**src/rtl/fetch_pkg.sv**
```systemverilog
// Shared definitions for the instruction-fetch control slice: FSM encoding and PC arithmetic.
package fetch_pkg;

  typedef enum logic [1:0] {
    S_IDLE    = 2'd0,
    S_REQ     = 2'd1,
    S_HOLD    = 2'd2,
    S_DISCARD = 2'd3
  } fetch_state_t;

  localparam logic [31:0] PC_INC = 32'd4;

  function automatic logic [31:0] pc_add4(input logic [31:0] pc);
    return pc + PC_INC;
  endfunction

endpackage

```
**src/rtl/fetch_if.sv**
```systemverilog
// Fetch-stage bus: next-PC mux, instruction memory and IF/ID handshake toward decode.
interface fetch_if;
  logic [31:0] next_pc;
  logic        redirect;
  logic        stall;
  logic [31:0] pc_plus4;
  logic        imem_req;
  logic [31:0] imem_addr;
  logic        imem_ack;
  logic [31:0] imem_data;
  logic        ifid_valid;
  logic [31:0] ifid_instr;
  logic [31:0] ifid_pcplus4;
  logic        ifid_ready;

  modport master (
    input  next_pc, redirect, stall, imem_ack, imem_data, ifid_ready,
    output pc_plus4, imem_req, imem_addr, ifid_valid, ifid_instr, ifid_pcplus4
  );

  modport slave (
    output next_pc, redirect, stall, imem_ack, imem_data, ifid_ready,
    input  pc_plus4, imem_req, imem_addr, ifid_valid, ifid_instr, ifid_pcplus4
  );
endinterface

```
**src/rtl/ifid_reg.sv**
```systemverilog
// Single-entry IF/ID pipeline register; load wins over clear, clear only drops the valid bit.
module ifid_reg (
  input  logic        clk,
  input  logic        rst_n,
  input  logic        load,
  input  logic        clear,
  input  logic [31:0] instr_p0,
  input  logic [31:0] pcplus4_p0,
  output logic        vld_p1,
  output logic [31:0] instr_p1,
  output logic [31:0] pcplus4_p1
);

  always_ff @(posedge clk or negedge rst_n) begin
    if (!rst_n) begin
      vld_p1     <= 1'b0;
      instr_p1   <= '0;
      pcplus4_p1 <= '0;
    end else if (load) begin
      vld_p1     <= 1'b1;
      instr_p1   <= instr_p0;
      pcplus4_p1 <= pcplus4_p0;
    end else if (clear) begin
      vld_p1     <= 1'b0;
    end
  end

endmodule

```
**src/rtl/fetch_ctrl.sv**
```systemverilog
// Instruction-fetch control: owns the PC, runs the imem req/ack handshake and fills IF/ID.
module fetch_ctrl
  import fetch_pkg::*;
#(
  parameter logic [31:0] RESET_PC = 32'h0000_0000
) (
  input  logic    clk,
  input  logic    rst_n,
  fetch_if.master bus
);

  fetch_state_t state, state_nxt;
  logic [31:0]  pc, pc_nxt, pc_plus4, imem_addr;
  logic         imem_req, ack, accept;
  logic         pc_load, ifid_load, ifid_clear;
  logic         ifid_vld;
  logic [31:0]  ifid_instr, ifid_pcplus4;

  assign ack    = bus.imem_ack & imem_req;
  assign accept = ifid_vld & bus.ifid_ready & ~bus.stall;

  always_ff @(posedge clk or negedge rst_n) begin
    if (!rst_n) state <= S_IDLE;
    else        state <= state_nxt;
  end

  // Redirect dominates; an in-flight fetch with no ack must be drained in DISCARD
  always_comb begin
    state_nxt = state;
    case (state)
      S_IDLE:    state_nxt = S_REQ;
      S_REQ: begin
        if (bus.redirect)  state_nxt = ack ? S_REQ : S_DISCARD;
        else if (ack)      state_nxt = S_HOLD;
      end
      S_HOLD: begin
        if (bus.redirect || accept) state_nxt = S_REQ;
      end
      S_DISCARD: begin
        if (!bus.redirect && ack) state_nxt = S_REQ;
      end
      default:   state_nxt = S_IDLE;
    endcase
  end

  always_comb begin
    imem_req  = 1'b0;
    ifid_load = 1'b0;
    case (state)
      S_REQ: begin
        imem_req  = 1'b1;
        ifid_load = bus.imem_ack & ~bus.redirect;
      end
      S_DISCARD: imem_req = 1'b1;
      default:   imem_req = 1'b0;
    endcase
    ifid_clear = bus.redirect | accept;
    pc_load    = bus.redirect | ifid_load;
  end

  assign pc_nxt = pc_load ? bus.next_pc : pc;

  // Fetch address follows the PC except while a stale fetch is being drained
  always_ff @(posedge clk or negedge rst_n) begin
    if (!rst_n) begin
      pc        <= RESET_PC;
      pc_plus4  <= pc_add4(RESET_PC);
      imem_addr <= RESET_PC;
    end else begin
      pc       <= pc_nxt;
      pc_plus4 <= pc_add4(pc_nxt);
      if (state_nxt != S_DISCARD) imem_addr <= pc_nxt;
    end
  end

  ifid_reg u_ifid (
    .clk        (clk),
    .rst_n      (rst_n),
    .load       (ifid_load),
    .clear      (ifid_clear),
    .instr_p0   (bus.imem_data),
    .pcplus4_p0 (pc_plus4),
    .vld_p1     (ifid_vld),
    .instr_p1   (ifid_instr),
    .pcplus4_p1 (ifid_pcplus4)
  );

  assign bus.imem_req     = imem_req;
  assign bus.imem_addr    = imem_addr;
  assign bus.pc_plus4     = pc_plus4;
  assign bus.ifid_valid   = ifid_vld;
  assign bus.ifid_instr   = ifid_instr;
  assign bus.ifid_pcplus4 = ifid_pcplus4;

endmodule

```
**src/flat_wrapper.sv**
```systemverilog
// flat-port wrapper written by rule: the top's interface ports become plain ports
module fetch_ctrl_flat import fetch_pkg::*;
#(
  parameter logic [31:0] RESET_PC = 32'h0000_0000
)
  (clk, rst_n, bus_next_pc, bus_redirect, bus_stall, bus_imem_ack, bus_imem_data, bus_ifid_ready, bus_pc_plus4, bus_imem_req, bus_imem_addr, bus_ifid_valid, bus_ifid_instr, bus_ifid_pcplus4);
  fetch_if bus_i ();
  input  logic clk;
  input  logic rst_n;
  input wire logic [$bits(bus_i.next_pc)-1:0] bus_next_pc;
  input wire logic [$bits(bus_i.redirect)-1:0] bus_redirect;
  input wire logic [$bits(bus_i.stall)-1:0] bus_stall;
  input wire logic [$bits(bus_i.imem_ack)-1:0] bus_imem_ack;
  input wire logic [$bits(bus_i.imem_data)-1:0] bus_imem_data;
  input wire logic [$bits(bus_i.ifid_ready)-1:0] bus_ifid_ready;
  output wire logic [$bits(bus_i.pc_plus4)-1:0] bus_pc_plus4;
  output wire logic [$bits(bus_i.imem_req)-1:0] bus_imem_req;
  output wire logic [$bits(bus_i.imem_addr)-1:0] bus_imem_addr;
  output wire logic [$bits(bus_i.ifid_valid)-1:0] bus_ifid_valid;
  output wire logic [$bits(bus_i.ifid_instr)-1:0] bus_ifid_instr;
  output wire logic [$bits(bus_i.ifid_pcplus4)-1:0] bus_ifid_pcplus4;
  assign bus_i.next_pc = bus_next_pc;
  assign bus_i.redirect = bus_redirect;
  assign bus_i.stall = bus_stall;
  assign bus_i.imem_ack = bus_imem_ack;
  assign bus_i.imem_data = bus_imem_data;
  assign bus_i.ifid_ready = bus_ifid_ready;
  assign bus_pc_plus4 = bus_i.pc_plus4;
  assign bus_imem_req = bus_i.imem_req;
  assign bus_imem_addr = bus_i.imem_addr;
  assign bus_ifid_valid = bus_i.ifid_valid;
  assign bus_ifid_instr = bus_i.ifid_instr;
  assign bus_ifid_pcplus4 = bus_i.ifid_pcplus4;
  fetch_ctrl #(.RESET_PC(RESET_PC)) u_core (.clk(clk), .rst_n(rst_n), .bus(bus_i));
endmodule
```
**config.mk**
```make
export PLATFORM = sky130hd
export DESIGN_NAME = fetch_ctrl_flat
export DESIGN_NICKNAME = d
export VERILOG_FILES = /design/src/rtl/fetch_pkg.sv /design/src/rtl/fetch_if.sv /design/src/rtl/ifid_reg.sv /design/src/rtl/fetch_ctrl.sv /design/src/flat_wrapper.sv
export SDC_FILE = /design/constraint.sdc
export NUM_CORES = 1
export LEC_CHECK = 0
export ABC_AREA = 0
export CORE_ASPECT_RATIO = 1.1
export CORE_MARGIN = 2
export CORE_UTILIZATION = 45
export CTS_CLUSTER_DIAMETER = 30
export DETAILED_ROUTE_END_ITERATION = 12
export PLACE_DENSITY = 0.77
export SYNTH_ARGS = -nofsm -noshare
export SYNTH_HDL_FRONTEND = slang
export SYNTH_SLANG_ARGS = --single-unit
```
**constraint.sdc**
```tcl
create_clock -name clk -period 4.55 [get_ports clk]
set_input_delay 0.455 -clock clk [delete_from_list [all_inputs] [get_ports clk]]
set_output_delay 0.455 -clock clk [all_outputs]
set_load 0.01 [all_outputs]
```
# --- Word level (Yosys, flattened, before mapping) ---
# Index checks and enable logic that the tools add are counted.
classes:
  mul: 0
  div: 0
  n_addsub: 1
  reduce_logical: 6
  shifts: 0
  magnitude_cmp: 0
  n_mux: 11
  n_eq_ne: 4
  bitwise_logic: 8
op_table:
  columns: ["op", "n"]
  rows:
  - ["$add 32x3->32 const B", 1]
  - ["$mux 32", 1]
  - ["$mux 2", 5]
  - ["$pmux 2 s4", 1]
  - ["$and 1x1->1", 4]
  - ["$eq 2x2->1 const B", 2]
  - ["$mux 1", 4]
  - ["$eq 2x1->1 const B", 1]
  - ["$logic_not 2->1", 1]
  - ["$ne 2x2->1 const B", 1]
  - ["$not 1->1", 2]
  - ["$or 1x1->1", 2]
  - ["$reduce_bool 2->1", 1]
  - ["$reduce_or 2->1", 1]
  - ["$logic_and 1x1->1", 1]
  - ["$logic_not 1->1", 1]
  - ["$logic_or 1x1->1", 1]
totals:
  inputBits: 70
  rom_bits: 0
  register_bits: 163
  ramBits: 0
  memories: 0
  latch_bits: 0

# --- Depth between registers and ports, before layout ---
# Gate-level depths: netlist (run 1).
logic_depth:
  word_depth: 8
  ltp_mapped: 14

# --- Hierarchy ---
# Synthesis (run 1) repeated with hierarchy kept, for this count alone.
hier_totals:
  hier_cells: 531
  hier_area_um2: 6855.3
modules_own_cells:
  columns: ["mod", "instances", "cells_each", "area_each_um2"]
  rows:
  - ["fetch_ctrl", 1, 393, 4240.3]
  - ["ifid_reg", 1, 138, 2615.0]

# --- Worst setup path after synthesis (run 1) ---
# Ideal clock, no wire load.
synth_timing:
  path_kind: "input port to flip-flop"
  startpoint: "in bus_redirect"
  endpoint: "reg u_core.pc_plus4[26], in the netlist u_core.bus.pc_plus4[26]"
  arrival_ns: 3.466
  setup_time_ns: 0.079
  path_slack_ns: 1.005
  stages: 14
  path_buffers: 4
  path_cell_list: "clkbuf_1 -> clkinv_1 -> nand2_1 -> buf_2 -> buf_2 -> mux2i_1 -> inv_1 -> ha_1 -> nand3_1 -> nor4_1 -> o2bb2a_1 -> clkbuf_1 -> nor4bb_1 -> xor2_1"
synth_between:
  elab_chain_cells: 6
synth_rtl:
  columns: ["element", "line_no", "rtl"]
  rows:
  - ["start, declared", "flat_wrapper.sv:11", "input wire logic [$bits(bus_i.redirect)-1:0] bus_redirect;"]
  - ["$not 1->1", "fetch_ctrl.sv:52", "ifid_load = bus.imem_ack & ~bus.redirect;"]
  - ["$and 1x1->1", "fetch_ctrl.sv:52", null]
  - ["$mux 1", "fetch_ctrl.sv:49", "case (state)"]
  - ["$or 1x1->1 *", "fetch_ctrl.sv:58", "pc_load = bus.redirect | ifid_load;"]
  - ["$mux 32 *", "fetch_ctrl.sv:61", "assign pc_nxt = pc_load ? bus.next_pc : pc;"]
  - ["via u_core.pc_nxt[2]", "fetch_ctrl.sv:13", "logic [31:0] pc, pc_nxt, pc_plus4, imem_addr;"]
  - ["$add 32x3->32 *", "fetch_pkg.sv:14", "return pc + PC_INC;"]
  - ["end signal, assigned", "fetch_ctrl.sv:67", "pc_plus4 <= pc_add4(RESET_PC);"]
  - ["end signal, assigned", "fetch_ctrl.sv:71", "pc_plus4 <= pc_add4(pc_nxt);"]
  - ["end, declared", "fetch_ctrl.sv:13", null]
# Mark *: on every way through the listed nets, which the timed path passes. The rest lies on a longest branch.
# A chain may end at the register's enable or synchronous reset.

# --- Final worst setup path (run 1) ---
# Same ends and word-level chain as after synthesis.

==> metrics, run 1 <==
Worst Path Max Fanout=20; cells on worst reg2reg path=10; postcts setup bufs=0; vias in the first global route=4,832; antenna viol nets, final=0; Routed WL=16,000 um; max-cap viol count=0; Lkg Pwr=0.00395 uW; nets=756; TritonCTS Buffers=17; status=complete, no violations; area grow syn2layout=43.5%; Worst EP required=4.90 ns; H-tree depth=4; register clock-pin slew on the reported worst setup and hold paths=0.06 ns; PD cells=656 nW/um^2; total number of vias=4,589; Rel. slew slack=0.198; final worst path period need=3.74 ns; Worst Skew=0.00642 ns; routed len/inst=18.0 um; endpoint type of the worst setup path=flop; CTS Buffer Depth=2; worst min-delay path class=input port to asynchronous set/reset pin; CP max stage cell=o2bb2a_1; Slew Limit Fails=0; TNS Setup=0 ns; root buf cell=clkbuf_16; RePlAce Congestion=0.837; RSZ-0062 raised after global routing=no; Critical Path Stages=12; FILL cells=1,144; overall die width=119 um; drt pass-1 iters=4; Multi-input gate area=2310 sq um; Netlist cell types=37; initial core utilization=0.455; post-cts sizing count=0; Max IR drop VDD=336 uV; worst r2r src=u_core.state[1]; Post-DP HPWL=11,600 um; vias per cell=5.16; post-synthesis cell count=485; register area=4030 sq um; share of layout cells above drive strength 1=0.198; async set-or-reset flop fraction in the synthesized netlist=1.00; critical path arrival=4.09 ns; I/O pin cnt=200; Crit Path Class=input port to flop; YS warnings=0; sequential-to-total area share from yosys stat=0.621; placeable core area=14,300 sq um; Diodes inserted=0; Bufs and invs on worst path=4; PortBufs=199; site row count=46; ys flop type=dfrtp_1; Setup crit start=bus_redirect; clock sinks=161; most common cell after layout, fill and taps aside=clkdlybuf4s50_1; DRT iter0 DRCs=295; fin util=0.653; CTS Hold Buffers Added=0; initial antenna violation count=0; Crit path largest cell delay=0.50 ns; crit path cell chain=clkdlybuf4s50_1 > buf_4 > clkinv_1 > nand2_2 > mux2i_1 > inv_1 > ha_1 > nand3_1 > nor4_1 > o2bb2a_1 > nor4bb_1 > xor2_1; Remaining Overflow, GRT=0; Final period util=0.823; Tightest Pin Transition=1.20 ns; CP Launch Type=input port; final hold vios=0; number of synthesized flops with an enable pin=0; Avg Inst Size Synth=13.4 sq um; All-Layer GR Usage=0.216; Synth Register Bits=161; Worst-Skew Late Latency=0.43 ns; Die Height=130 um; Fmax achieved=267 MHz; DRC violations left=0; global-route wire length before repair=25,400 um; Setup-failing EPs final=0; die area=15,400 sq um; TritonCTS clock tree=built; Post-Syn Nets=556; largest net degree at the start of global routing=107; commonest cells after routing, fill and taps aside=clkdlybuf4s50_1, dfrtp_1, mux2_2; cell family with most CP delay=simple AND/OR/NAND/NOR gates; mapped cell area=6490 sq um
==> report_power, final <==
part | switching (uW) | total, uW | internal (uW)
Sequential | 311 | 2310 | 1990
Combinational | 903 | 2260 | 1350
Clock | 555 | 1550 | 997
==> logic make-up (layout without fill, tap and decap cells) <==
group | count (synthesis) | in the layout | share of synthesized area
xor gates and xnor gates | 29 | 29 | 0.0391
adders and majority gates | 1 | 1 | 0.00193
buffers and inverters | 40 | 252 | 0.0254
DFF | 161 | 161 | 0.621
and+or+nand+nor | 95 | 95 | 0.0769
AOI/OAI and AO/OA | 47 | 47 | 0.0447
muxes | 112 | 112 | 0.191
==> final cells by class <==
type | instances | area share
sequential | 161 | 0.433
multi-input combinational | 284 | 0.247
timing repair buffer | 205 | 0.219
clock buffer | 21 | 0.0494
tap | 192 | 0.0258
clock inverter | 10 | 0.0196
inverter | 16 | 0.00645
==> path summary, 6_finish.rpt <==
kind,end,slack [ns]
max,u_core.bus.pc_plus4[26],0.81
min reg2reg,u_core.bus.pc_plus4[2],0.48
max reg2reg,u_core.bus.pc_plus4[26],0.97
min in group clk,u_core.bus.pc_plus4[2],0.48
min,u_core.u_ifid.instr_p1[12],0.14
max in group asynchronous,u_core.u_ifid.pcplus4_p1[14],3.43
==> per-layer routing <==
metal / vias to the layer above / track usage / wire length (um)
met5: - / 0 / 0
met4: 0 / 0.0854 / 376
met2: 167 / 0.370 / 8090
li1: 2102 / - / -
met3: 27 / 0.0743 / 1050
met1: 2293 / 0.253 / 6490
==> per-stage QoR <==
step	std cells	setup slack, ns	hold slack (ns)	power [uW]	instance area [sq um]
3_3_place_gp	858	0.661	0.452	4530	8670
4_1_cts	889	0.825	0.198	6170	9320
5_1_grt	889	0.464	0.218	6420	9320
2_1_floorplan	485	1.00	0.159	3280	6490
6_report	889	0.807	0.142	6120	9320
3_5_place_dp	858	0.439	0.465	4610	8670
==> registers in the layout, summed over array words and instances (netlist names) <==
name                      count
u_core.bus.pc_plus4          30
u_core.u_ifid.instr_p1       32
u_core.state                  2
u_core.pc                    32
u_core.u_ifid.pcplus4_p1     32
u_core.bus.imem_addr         32
u_core.u_ifid.vld_p1          1
==> Yosys cell counts (2+ instances only) <==
cell,n,area [sq um]
buf_4,3,22.5
o21ai_0,13,65.1
a21oi_1,15,75.1
nand3_1,10,50.1
mux2i_1,17,170
or3_1,2,12.5
clkbuf_1,18,67.6
xor2_1,7,61.3
and3_1,16,100
nor2_1,22,82.6
a22oi_1,2,15.0
nand2_1,22,82.6
xnor2_1,22,193
a31oi_1,3,18.8
o211ai_1,7,52.6
mux2_2,95,1070
o2111ai_1,2,17.5
and4_1,4,35.0
nand4_1,11,68.8
buf_2,3,15.0
dfrtp_1,160,4000
inv_1,15,56.3
and2_1,2,12.5
No activity file was read; power rests on OpenSTA's default activity.
==> run 2, diff against run 1 <==
Settings changed: CORE_UTILIZATION 45 to 42, PLACE_DENSITY 0.77 to 0.76.
Clock period 4.55 ns to 3.41 ns, I/O delays scaled along.
==> metrics, run 2 (synthesized netlist as in run 1, its figures left out) <==
Setup-failing EPs final=0; nets=765; Fmax achieved=347 MHz; site row count=47; DP Worst Slack=0.214 ns; Routed WL=16,100 um; clock sinks=161; Crit Path Class=flop to flop; Slew Limit Fails=0; worst r2r src=u_core.state[1]; placeable core area=15,100 sq um; placed cells=871; Lkg Pwr=0.00400 uW; status=finished, violations left; endpoint type of the worst setup path=flop; antenna viol nets, final=0; routed len/inst=17.8 um; Diodes inserted=0; critical path arrival=3.17 ns; overall die width=123 um; Worst EP required=3.70 ns; I/O pin cnt=200; TritonCTS clock tree=built; largest net degree at the start of global routing=89; post-cts sizing count=0; DRC violations left=0; PortBufs=199; die area=16,500 sq um; WHS=-0.0177 ns; final worst setup slack=0.532 ns; Final Non-Filler Cells=902; power share of the clock group=0.244; Int Pwr=5740 uW; RePlAce Congestion=0.780; Tightest Pin Transition=0.796 ns; combinational share of power=0.374; DRT iter0 DRCs=262; CTS Buffer Depth=2; total number of vias=4,611; placed instance area=8760 sq um; Worst Path Max Fanout=8; TritonCTS Buffers=17; Worst Skew=0.0100 ns; drt pass-1 iters=5; share of layout cells above drive strength 1=0.210; vias per cell=5.11; Max IR drop VDD=436 uV; Remaining Overflow, GRT=0; final hold vios=33; All-Layer GR Usage=0.205; design area=9380 sq um; area grow syn2layout=44.5%; initial antenna violation count=0; CP Launch Type=flop; Rel. slew slack=0.470; Final period util=0.844; switch share=0.291; cells on worst reg2reg path=10; Worst-Skew Late Latency=0.42 ns; PD cells=864 nW/um^2; initial core utilization=0.430; R2R Path End=u_core.bus.pc_plus4[26]; CTS Hold Buffers Added=0; postcts setup bufs=0; most common cell after layout, fill and taps aside=clkdlybuf4s50_1; Sw Pwr=2360 uW; failing checks=negative hold slack; max-cap viol count=0; final worst path period need=2.88 ns; RSZ-0062 raised after global routing=no; worst min-delay path class=input port to asynchronous set/reset pin; Die Height=134 um; global-route wire length before repair=25,600 um; TNS Setup=0 ns; register clock-pin slew on the reported worst setup and hold paths=0.06 ns; Seq pwr share=0.382; commonest cells after routing, fill and taps aside=clkdlybuf4s50_1, dfrtp_1, mux2_2; FF-to-FF setup slack=0.53 ns; vias in the first global route=4,946; Post-DP HPWL=12,000 um; root buf cell=clkbuf_16; H-tree depth=4
-- run 2: changes by cell type in the layout (fill, tap and decap cells not counted), sizes merged --
| cell | previous run | this run |
|---|---|---|
| buf | 7 | 16 |
| bufinv | 5 | 4 |
| clkbuf | 21 | 20 |
| clkinv | 3 | 7 |
| clkinvlp | 3 | 1 |
-- run 2: worst max-delay path by stage --
stage                              endpoint             from  cells after the start  slack, ns
detailed placement  u_core.bus.pc_plus4[26]     bus_imem_ack                     11       0.21
global route        u_core.bus.pc_plus4[26]  u_core.state[1]                     11       0.36
finish              u_core.bus.pc_plus4[26]  u_core.state[1]                     10       0.53
floorplan           u_core.bus.pc_plus4[26]     bus_redirect                     14       0.08
global placement    u_core.bus.pc_plus4[26]     bus_imem_ack                     11       0.36
CTS                 u_core.bus.pc_plus4[26]  u_core.state[1]                     10       0.55
-- run 2: power by group through the flow --
| stage | combinational (uW) | clock, uW | sequential (uW) |
|---|---|---|---|
| after floorplan | 1020 | 0 | 3360 |
| after global placement | 3000 | 0 | 3060 |
| after detailed placement | 3070 | 0 | 3130 |
| after CTS | 3080 | 2030 | 3100 |
| after global routing | 3260 | 2100 | 3190 |
| final | 3030 | 1980 | 3090 |
-- run 2: cell type report --
type / count / area [sq um]
Timing Repair Buffer: 214 / 2120
Sequential cell: 161 / 4030
Clock inverter: 11 / 161
Fill cell: 1183 / 5740
Tap cell: 196 / 245
Multi-Input combinational cell: 284 / 2310
Inverter: 16 / 60.1
Clock buffer: 20 / 457
-- run 2: worst max-delay path: stages, from the launching register on --
cell and delay, ns:
dfrtp_1 0.47, nand3b_1 0.24, nand2_2 0.15, mux2i_1 0.30
inv_1 0.10, ha_1 0.29, and3_1 0.22, o211a_1 0.14
o2bb2a_1 0.48, nor4bb_1 0.21, xor2_1 0.15
-- run 2: layer usage --
metal,track usage,share of wire,vias up
met5,0,0,-
met3,0.0480,0.053,23
li1,-,-,2124
met2,0.355,0.53,140
met1,0.242,0.40,2324
met4,0.0875,0.021,0
-- run 2: stage by stage --
stage	total power, uW	hold WS, ns	utilization
after floorplan	4380	0.0454	-
after global placement	6060	0.446	0.580
after detailed placement	6200	0.465	0.580
after CTS	8200	0.00510	0.620
after global routing	8550	0.0443	0.620
final	8100	-0.0177	0.620
